`config.mk`:
```
export PLATFORM = sky130hd
export DESIGN_NAME = spi_slave_axis_flat
export DESIGN_NICKNAME = d
export VERILOG_FILES = /design/src/rtl/spi_slave_axis_if.sv /design/src/rtl/spi_slave_axis.sv /design/src/flat_wrapper.sv
export SDC_FILE = /design/constraint.sdc
export NUM_CORES = 1
export LEC_CHECK = 0
export ABC_AREA = 1
export CAP_MARGIN = 30
export CORE_MARGIN = 2
export CORE_UTILIZATION = 55
export DETAILED_ROUTE_END_ITERATION = 8
export HOLD_SLACK_MARGIN = 0.1
export PLACE_DENSITY = 0.92
export SLEW_MARGIN = 15
export SYNTH_ARGS = -nofsm -noshare
export SYNTH_HDL_FRONTEND = slang
export SYNTH_SLANG_ARGS = --single-unit
```
`constraint.sdc`:
```
create_clock -name clk -period 2.5 [get_ports clk]
set_input_delay 0.25 -clock clk [delete_from_list [all_inputs] [get_ports clk]]
set_output_delay 0.25 -clock clk [all_outputs]
set_load 0.01 [all_outputs]
```
`src/rtl/spi_slave_axis_if.sv`:
```
// -----------------------------------------------------------------------------
// spi_slave_axis_if
// Byte-wide AXI-Stream pair used by spi_slave_axis.
//   s_axis_* : bytes to be shifted out on MISO (consumed by the SPI target)
//   m_axis_* : bytes received on MOSI (produced by the SPI target)
// Modports:
//   slave  : the SPI target side (accepts s_axis, drives m_axis)
//   master : the surrounding logic (drives s_axis, accepts m_axis)
// -----------------------------------------------------------------------------
interface spi_slave_axis_if;
   logic       s_axis_tvalid;
   logic       s_axis_tready;
   logic [7:0] s_axis_tdata;
   logic       m_axis_tvalid;
   logic       m_axis_tready;
   logic [7:0] m_axis_tdata;

   modport slave (
      input  s_axis_tvalid,
      input  s_axis_tdata,
      output s_axis_tready,
      output m_axis_tvalid,
      output m_axis_tdata,
      input  m_axis_tready
   );

   modport master (
      output s_axis_tvalid,
      output s_axis_tdata,
      input  s_axis_tready,
      input  m_axis_tvalid,
      input  m_axis_tdata,
      output m_axis_tready
   );
endinterface

```
`src/rtl/spi_slave_axis.sv`:
```
// -----------------------------------------------------------------------------
// spi_slave_axis
// SPI mode-0 target (MSB first, full duplex). sck/ss/mosi are oversampled in
// the clk domain; received bytes leave on an AXIS master, bytes to transmit
// arrive on an AXIS slave and are serialised onto MISO.
// Ports:
//   clk, sresetn        system clock, asynchronous active-low reset
//   sck, ss, mosi       SPI inputs from the bus master (asynchronous to clk)
//   miso, miso_oe       SPI data out and its pad output enable
//   axis                s_axis (tx bytes in) / m_axis (rx bytes out)
//   frame_start         1-cycle pulse when a frame begins
//   rx_overflow         1-cycle pulse when a completed rx byte is dropped
// -----------------------------------------------------------------------------
module spi_slave_axis #(
   parameter int         SYNC_STAGES = 2,
   parameter logic [7:0] FILL_BYTE   = 8'hFF
) (
   input  logic                  clk,
   input  logic                  sresetn,
   input  logic                  sck,
   input  logic                  ss,
   input  logic                  mosi,
   output logic                  miso,
   output logic                  miso_oe,
   spi_slave_axis_if.slave       axis,
   output logic                  frame_start,
   output logic                  rx_overflow
);

   typedef enum logic {IDLE, ACTIVE} state_t;

   logic [SYNC_STAGES-1:0] sck_sync_reg, ss_sync_reg, mosi_sync_reg;
   logic       sck_d_reg, ss_d_reg, armed_reg;
   state_t     state_reg;
   logic [2:0] bit_cnt_reg;
   logic [6:0] rx_shift_reg;   // MSB of a byte is never needed once the 8th bit arrives
   logic [6:0] tx_shift_reg;   // bits still to be sent after the one on miso
   logic [7:0] tx_hold_reg;
   logic       miso_reg, miso_oe_reg;
   logic       m_tvalid_reg;
   logic [7:0] m_tdata_reg;
   logic       frame_start_reg, rx_overflow_reg;

   logic       sck_s, ss_s, mosi_s;
   logic       sck_rise, sck_fall, ss_rise, ss_fall;
   logic       load_first, load_next;
   logic [7:0] tx_pick, rx_next;

   // Input synchronisers: new samples enter at bit 0, the output is the MSB.
   always_ff @(posedge clk or negedge sresetn) begin
      if (!sresetn) begin
         sck_sync_reg  <= '0;
         ss_sync_reg   <= '0;
         mosi_sync_reg <= '0;
         sck_d_reg     <= 1'b0;
         ss_d_reg      <= 1'b0;
      end else begin
         sck_sync_reg  <= {sck_sync_reg[SYNC_STAGES-2:0], sck};
         ss_sync_reg   <= {ss_sync_reg[SYNC_STAGES-2:0], ss};
         mosi_sync_reg <= {mosi_sync_reg[SYNC_STAGES-2:0], mosi};
         sck_d_reg     <= sck_sync_reg[SYNC_STAGES-1];
         ss_d_reg      <= ss_sync_reg[SYNC_STAGES-1];
      end
   end

   assign sck_s    = sck_sync_reg[SYNC_STAGES-1];
   assign ss_s     = ss_sync_reg[SYNC_STAGES-1];
   assign mosi_s   = mosi_sync_reg[SYNC_STAGES-1];
   assign sck_rise = sck_s & ~sck_d_reg;
   assign sck_fall = ~sck_s & sck_d_reg;
   assign ss_rise  = ss_s & ~ss_d_reg;
   assign ss_fall  = ~ss_s & ss_d_reg;

   // Load points: frame start, and every completed byte (ss rise wins over sck).
   assign load_first = (state_reg == IDLE) && ss_fall && armed_reg;
   assign load_next  = (state_reg == ACTIVE) && !ss_rise && sck_rise && (bit_cnt_reg == 3'd7);
   assign tx_pick    = axis.s_axis_tvalid ? axis.s_axis_tdata : FILL_BYTE;
   assign rx_next    = {rx_shift_reg, mosi_s};

   always_ff @(posedge clk or negedge sresetn) begin
      if (!sresetn) begin
         state_reg       <= IDLE;
         armed_reg       <= 1'b0;
         bit_cnt_reg     <= 3'd0;
         rx_shift_reg    <= '0;
         tx_shift_reg    <= '0;
         tx_hold_reg     <= '0;
         miso_reg        <= 1'b0;
         miso_oe_reg     <= 1'b0;
         m_tvalid_reg    <= 1'b0;
         m_tdata_reg     <= '0;
         frame_start_reg <= 1'b0;
         rx_overflow_reg <= 1'b0;
      end else begin
         frame_start_reg <= 1'b0;
         rx_overflow_reg <= 1'b0;
         // A frame in progress at reset release must not be joined mid-way.
         if (ss_s) begin
            armed_reg <= 1'b1;
         end
         if (m_tvalid_reg && axis.m_axis_tready) begin
            m_tvalid_reg <= 1'b0;
         end
         case (state_reg)
            IDLE: begin
               if (load_first) begin
                  state_reg       <= ACTIVE;
                  frame_start_reg <= 1'b1;
                  bit_cnt_reg     <= 3'd0;
                  tx_shift_reg    <= tx_pick[6:0];
                  miso_reg        <= tx_pick[7];
                  miso_oe_reg     <= 1'b1;
               end
            end
            ACTIVE: begin
               if (ss_rise) begin
                  state_reg   <= IDLE;
                  miso_reg    <= 1'b0;
                  miso_oe_reg <= 1'b0;
                  bit_cnt_reg <= 3'd0;
               end else if (sck_rise) begin
                  rx_shift_reg <= rx_next[6:0];
                  bit_cnt_reg  <= bit_cnt_reg + 3'd1;
                  if (bit_cnt_reg == 3'd7) begin
                     tx_hold_reg <= tx_pick;
                     if (!m_tvalid_reg || axis.m_axis_tready) begin
                        m_tdata_reg  <= rx_next;
                        m_tvalid_reg <= 1'b1;
                     end else begin
                        rx_overflow_reg <= 1'b1;
                     end
                  end
               end else if (sck_fall) begin
                  // bit_cnt==0 here means the previous byte just finished.
                  if (bit_cnt_reg == 3'd0) begin
                     tx_shift_reg <= tx_hold_reg[6:0];
                     miso_reg     <= tx_hold_reg[7];
                  end else begin
                     tx_shift_reg <= {tx_shift_reg[5:0], 1'b0};
                     miso_reg     <= tx_shift_reg[6];
                  end
               end
            end
            default: state_reg <= IDLE;
         endcase
      end
   end

   // tready is decoded from registered state only, so it is high in exactly
   // the cycle the byte is captured and never depends on tvalid.
   assign axis.s_axis_tready = load_first | load_next;
   assign axis.m_axis_tvalid = m_tvalid_reg;
   assign axis.m_axis_tdata  = m_tdata_reg;
   assign miso               = miso_reg;
   assign miso_oe            = miso_oe_reg;
   assign frame_start        = frame_start_reg;
   assign rx_overflow        = rx_overflow_reg;

endmodule

```
`src/flat_wrapper.sv`:
```
// flat-port wrapper written by rule: the top's interface ports become plain ports
module spi_slave_axis_flat 
#(
   parameter int         SYNC_STAGES = 2,
   parameter logic [7:0] FILL_BYTE   = 8'hFF
)
  (clk, sresetn, sck, ss, mosi, miso, miso_oe, frame_start, rx_overflow, axis_s_axis_tvalid, axis_s_axis_tdata, axis_s_axis_tready, axis_m_axis_tvalid, axis_m_axis_tdata, axis_m_axis_tready);
  spi_slave_axis_if axis_i ();
  input  logic clk;
  input  logic sresetn;
  input  logic sck;
  input  logic ss;
  input  logic mosi;
  output logic miso;
  output logic miso_oe;
  output logic frame_start;
  output logic rx_overflow;
  input wire logic [$bits(axis_i.s_axis_tvalid)-1:0] axis_s_axis_tvalid;
  input wire logic [$bits(axis_i.s_axis_tdata)-1:0] axis_s_axis_tdata;
  output wire logic [$bits(axis_i.s_axis_tready)-1:0] axis_s_axis_tready;
  output wire logic [$bits(axis_i.m_axis_tvalid)-1:0] axis_m_axis_tvalid;
  output wire logic [$bits(axis_i.m_axis_tdata)-1:0] axis_m_axis_tdata;
  input wire logic [$bits(axis_i.m_axis_tready)-1:0] axis_m_axis_tready;
  assign axis_i.s_axis_tvalid = axis_s_axis_tvalid;
  assign axis_i.s_axis_tdata = axis_s_axis_tdata;
  assign axis_s_axis_tready = axis_i.s_axis_tready;
  assign axis_m_axis_tvalid = axis_i.m_axis_tvalid;
  assign axis_m_axis_tdata = axis_i.m_axis_tdata;
  assign axis_i.m_axis_tready = axis_m_axis_tready;
  spi_slave_axis #(.SYNC_STAGES(SYNC_STAGES), .FILL_BYTE(FILL_BYTE)) u_core (.clk(clk), .sresetn(sresetn), .sck(sck), .ss(ss), .mosi(mosi), .miso(miso), .miso_oe(miso_oe), .axis(axis_i), .frame_start(frame_start), .rx_overflow(rx_overflow));
endmodule
```
==> results.txt <==
----------------------------------------------------
[Run status]
  Result of the run ... finished, final reports clean

[Layout]
  Area of all sequential standard cells ... 1201 sq um
  Area used by multi-input combinational logic ... 769.5 sq um
  Area growth from synthesis to layout ... 17.94%
  Finished Cell Area ... 2517 sq um
  Share of layout cells above drive strength 1 ... 8.244%
  Cell Count, Final, Fillers Out ... 327
  Diodes inserted ... 0
  Filler Cell Count ... 275
  NumNets Final ... 297

[Pwr]
  Cell leakage power ... 1.346 nW
  Power density normalized to cell area ... 647.2 nW/um^2
  Cell internal pwr ... 1.164 mW
  Relative contribution of combinational cells to total power ... 16.7%
  Net switching share of the total power ... 28.54%
  Switching power of the nets ... 0.4651 mW
  Overall power consumption ... 1.629 mW
  Part of the power in the clock network ... 26.3%
  Maximum resistive drop on vdd ... 0.4912 mV
  Relative contribution of sequential cells to total power ... 56.9%

[Detailed routing]
  Total via count in the routed design ... 1708
  Final routed wirelength across all metal layers ... 4.074 mm
  Drc violations ... 0
  Remaining antenna violation count ... 0
  Number of iterations in the first detailed-routing pass ... 5
  WL/cell ... 12.46 um
  Vias per Instance ... 5.223
  DRC violation total after the first TritonRoute iteration ... 147

[Worst setup path]
  Kind of end point of the critical path ... primary output
  Setup Crit Path Kind ... reg -> out
  Worst-path maximum fanout ... 4
  Critical path arrival ... 1.95 ns
  Worst endpoint required time ... 2.25 ns
  Crit path from ... u_core.bit_cnt_reg[0]
  CP startpoint kind ... register
  Worst flop-to-flop path startpoint ... u_core.state_reg

[STA]
  Final Skew ... 0.007210 ns
  Number of endpoints failing setup at the final stage ... 0
  Period Utilization, post-route ... 88.19%
  Unrepaired setup endpoints after global routing ... no
  Slew @ Worst Pin ... 0.5096 ns
  Count of final hold-check violations ... 0
  Final setup slack of the worst path ... 0.2952 ns
  Total negative slack ... 0 ns
  Max_slew headroom ... 66.03%
  Maximum achievable frequency ... 453.6 MHz
  Post-route minimum period ... 2.205 ns
  Max-slew violation count ... 0

[Floorplan]
  Die span in x ... 66.30 um
  I/O pin count ... 29
  Cell row count ... 22
  Effective utilization at floorplan ... 57.87%
  Die outline height ... 66.30 um
  Die footprint ... 4395 sq um
  Area inside the core boundary ... 3689 sq um

[Logic synthesis]
  Commonest cells in the synthesized netlist ... sky130_fd_sc_hd__nand2_1, sky130_fd_sc_hd__dfrtp_1, sky130_fd_sc_hd__inv_1, sky130_fd_sc_hd__nand3_1, sky130_fd_sc_hd__o21ai_0
  FFs w/ async S/R, synth ... 100.0%
  Register area share after synthesis ... 56.27%
  Area fraction of the dominant cell type after synthesis ... 56.27%
  Cell types occupying the most area after synthesis ... sky130_fd_sc_hd__dfrtp_1, sky130_fd_sc_hd__nand2_1, sky130_fd_sc_hd__nand3_1
  Number of synthesized flops with an enable pin ... 0
  Netlist cell types ... 22
  Ys Warns ... 0
  Cell area after synthesis ... 2135 sq um
  Most frequent cell after synthesis ... sky130_fd_sc_hd__nand2_1
  Post-synthesis area per instance ... 8.607 sq um
  Top cell type by total area after synthesis ... sky130_fd_sc_hd__dfrtp_1
  Predominant post-synthesis flop cell ... sky130_fd_sc_hd__dfrtp_1
  Syn_nets ... 266
  Number of synthesized register bits ... 48
  Number of standard cells after synthesis ... 248

[Clock tree]
  CTS HTree Levels ... 2
  Number of sinks handled by clock tree synthesis ... 48
  Clock slew seen by the registers of the worst setup and hold paths ... 0.08 ns
  Clock latency on the worst-skew pair ... 0.30 ns
  Buffer levels on the longest clock path ... 2
  Cell at the root of the clock tree ... sky130_fd_sc_hd__clkbuf_8
  Number of buffers created by CTS ... 5
  TritonCTS clock tree ... yes

[GRT]
  Vias in the first global route ... 1516
  Overall global routing resource usage ... 20.62%
  Congestion Overflow GR ... 0
  Initial antenna violation count ... 0
  Wire length of the first global-routing pass ... 6.699 mm
  Pin count of the biggest net entering global routing ... 26

[Flow run]
  # Max-Cap Violations ... 0

[Placement]
  Routability Congestion ... 0.8450
  Number of port buffers ... 28
  Number of placed instances with taps included ... 319
  Worst setup timing slack at the placement stage ... 0.6343 ns
  DP HPWL ... 2.882 mm
  Placement Cell Area ... 2430 sq um

[Worst hold path]
  Path category of the worst min-delay check ... reg -> reg
  Worst hold path startpoint ... u_core.ss_sync_reg[0]

----------------------------------------------------
[cells in the final DEF, fill, tap and decap left out, types with 3 or more instances in the layout]
master / n
sky130_fd_sc_hd__nand3_1: 27
sky130_fd_sc_hd__clkdlybuf4s50_1: 27
sky130_fd_sc_hd__o21ai_1: 5
sky130_fd_sc_hd__inv_1: 27
sky130_fd_sc_hd__nand2_1: 96
sky130_fd_sc_hd__nand2_2: 3
sky130_fd_sc_hd__dfrtp_1: 48
sky130_fd_sc_hd__clkbuf_8: 5
sky130_fd_sc_hd__ha_1: 3
sky130_fd_sc_hd__o21ai_0: 17
sky130_fd_sc_hd__nor2_1: 3
[path summary, 6_finish.rpt]
check	depth (start not counted)	end	slack (ns)
worst max-delay path	7	axis_s_axis_tready	0.30
worst min-delay path	0	u_core.ss_sync_reg[1]	0.35
worst max register to register	6	u_core.axis.m_axis_tdata[0]	0.86
worst min register to register	0	u_core.ss_sync_reg[1]	0.35
max in group asynchronous	3	u_core.bit_cnt_reg[2]	1.37
min in group asynchronous	2	u_core.tx_shift_reg[6]	0.44
[worst max-delay path, stage by stage (launching register included)]
cell and delay [ns]:
sky130_fd_sc_hd__dfrtp_1 0.42, sky130_fd_sc_hd__ha_1 0.22, sky130_fd_sc_hd__ha_1 0.21, sky130_fd_sc_hd__nand2_4 0.10, sky130_fd_sc_hd__nor2_8 0.04, sky130_fd_sc_hd__inv_1 0.11
sky130_fd_sc_hd__nand2_1 0.07, sky130_fd_sc_hd__clkdlybuf4s50_1 0.48
[kinds of logic (layout without fill, tap and decap cells)]
family | count (synthesis) | count (layout) | synth area share [%]
and+or+nand+nor | 135 | 135 | 27.49
buffers and inverters | 36 | 67 | 7.678
adders and majority gates | 3 | 3 | 1.759
DFF | 48 | 48 | 56.27
AOI/OAI and AO/OA | 26 | 26 | 6.800
[routing by layer]
metal | vias up | track usage, % | share of wire [%]
met5 | - | 0 | 0
met4 | 0 | 10.71 | 2.8
met3 | 16 | 4.940 | 5.6
met2 | 63 | 33.00 | 48
met1 | 796 | 25.94 | 43
li1 | 833 | - | -
[final cells by class]
type / count / area share [%]
multi-input cells: 164 / 30.57
well taps: 48 / 2.386
flip-flops and latches: 48 / 47.71
repair buffers: 31 / 11.93
inverters: 29 / 4.324
clock buffers: 6 / 2.883
clock inverters: 1 / 0.1988
[timing repair]
action	4_1_cts	5_1_grt
buffers inserted	0	0
setup endpoints to repair	0	0
hold buffers	1	0
resized for setup	0	0
hold endpoints to repair	23	0
[metrics by stage]
stage	hold WS, ns	util [%]
after floorplan	-0.04559	-
final	0.3518	68.25
after CTS	0.3567	68.25
after global placement	0.2505	65.88
after global routing	0.3588	68.25
after detailed placement	0.2489	65.88
[power groups by stage]
stage	registers [mW]	clock network [mW]	logic [mW]
final	0.928	0.429	0.273
after global placement	0.936	0	0.260
after floorplan	0.927	0	0.182
after detailed placement	0.942	0	0.269
after global routing	0.940	0.467	0.310
after CTS	0.926	0.434	0.274
Power figures use the tool's default switching activity.
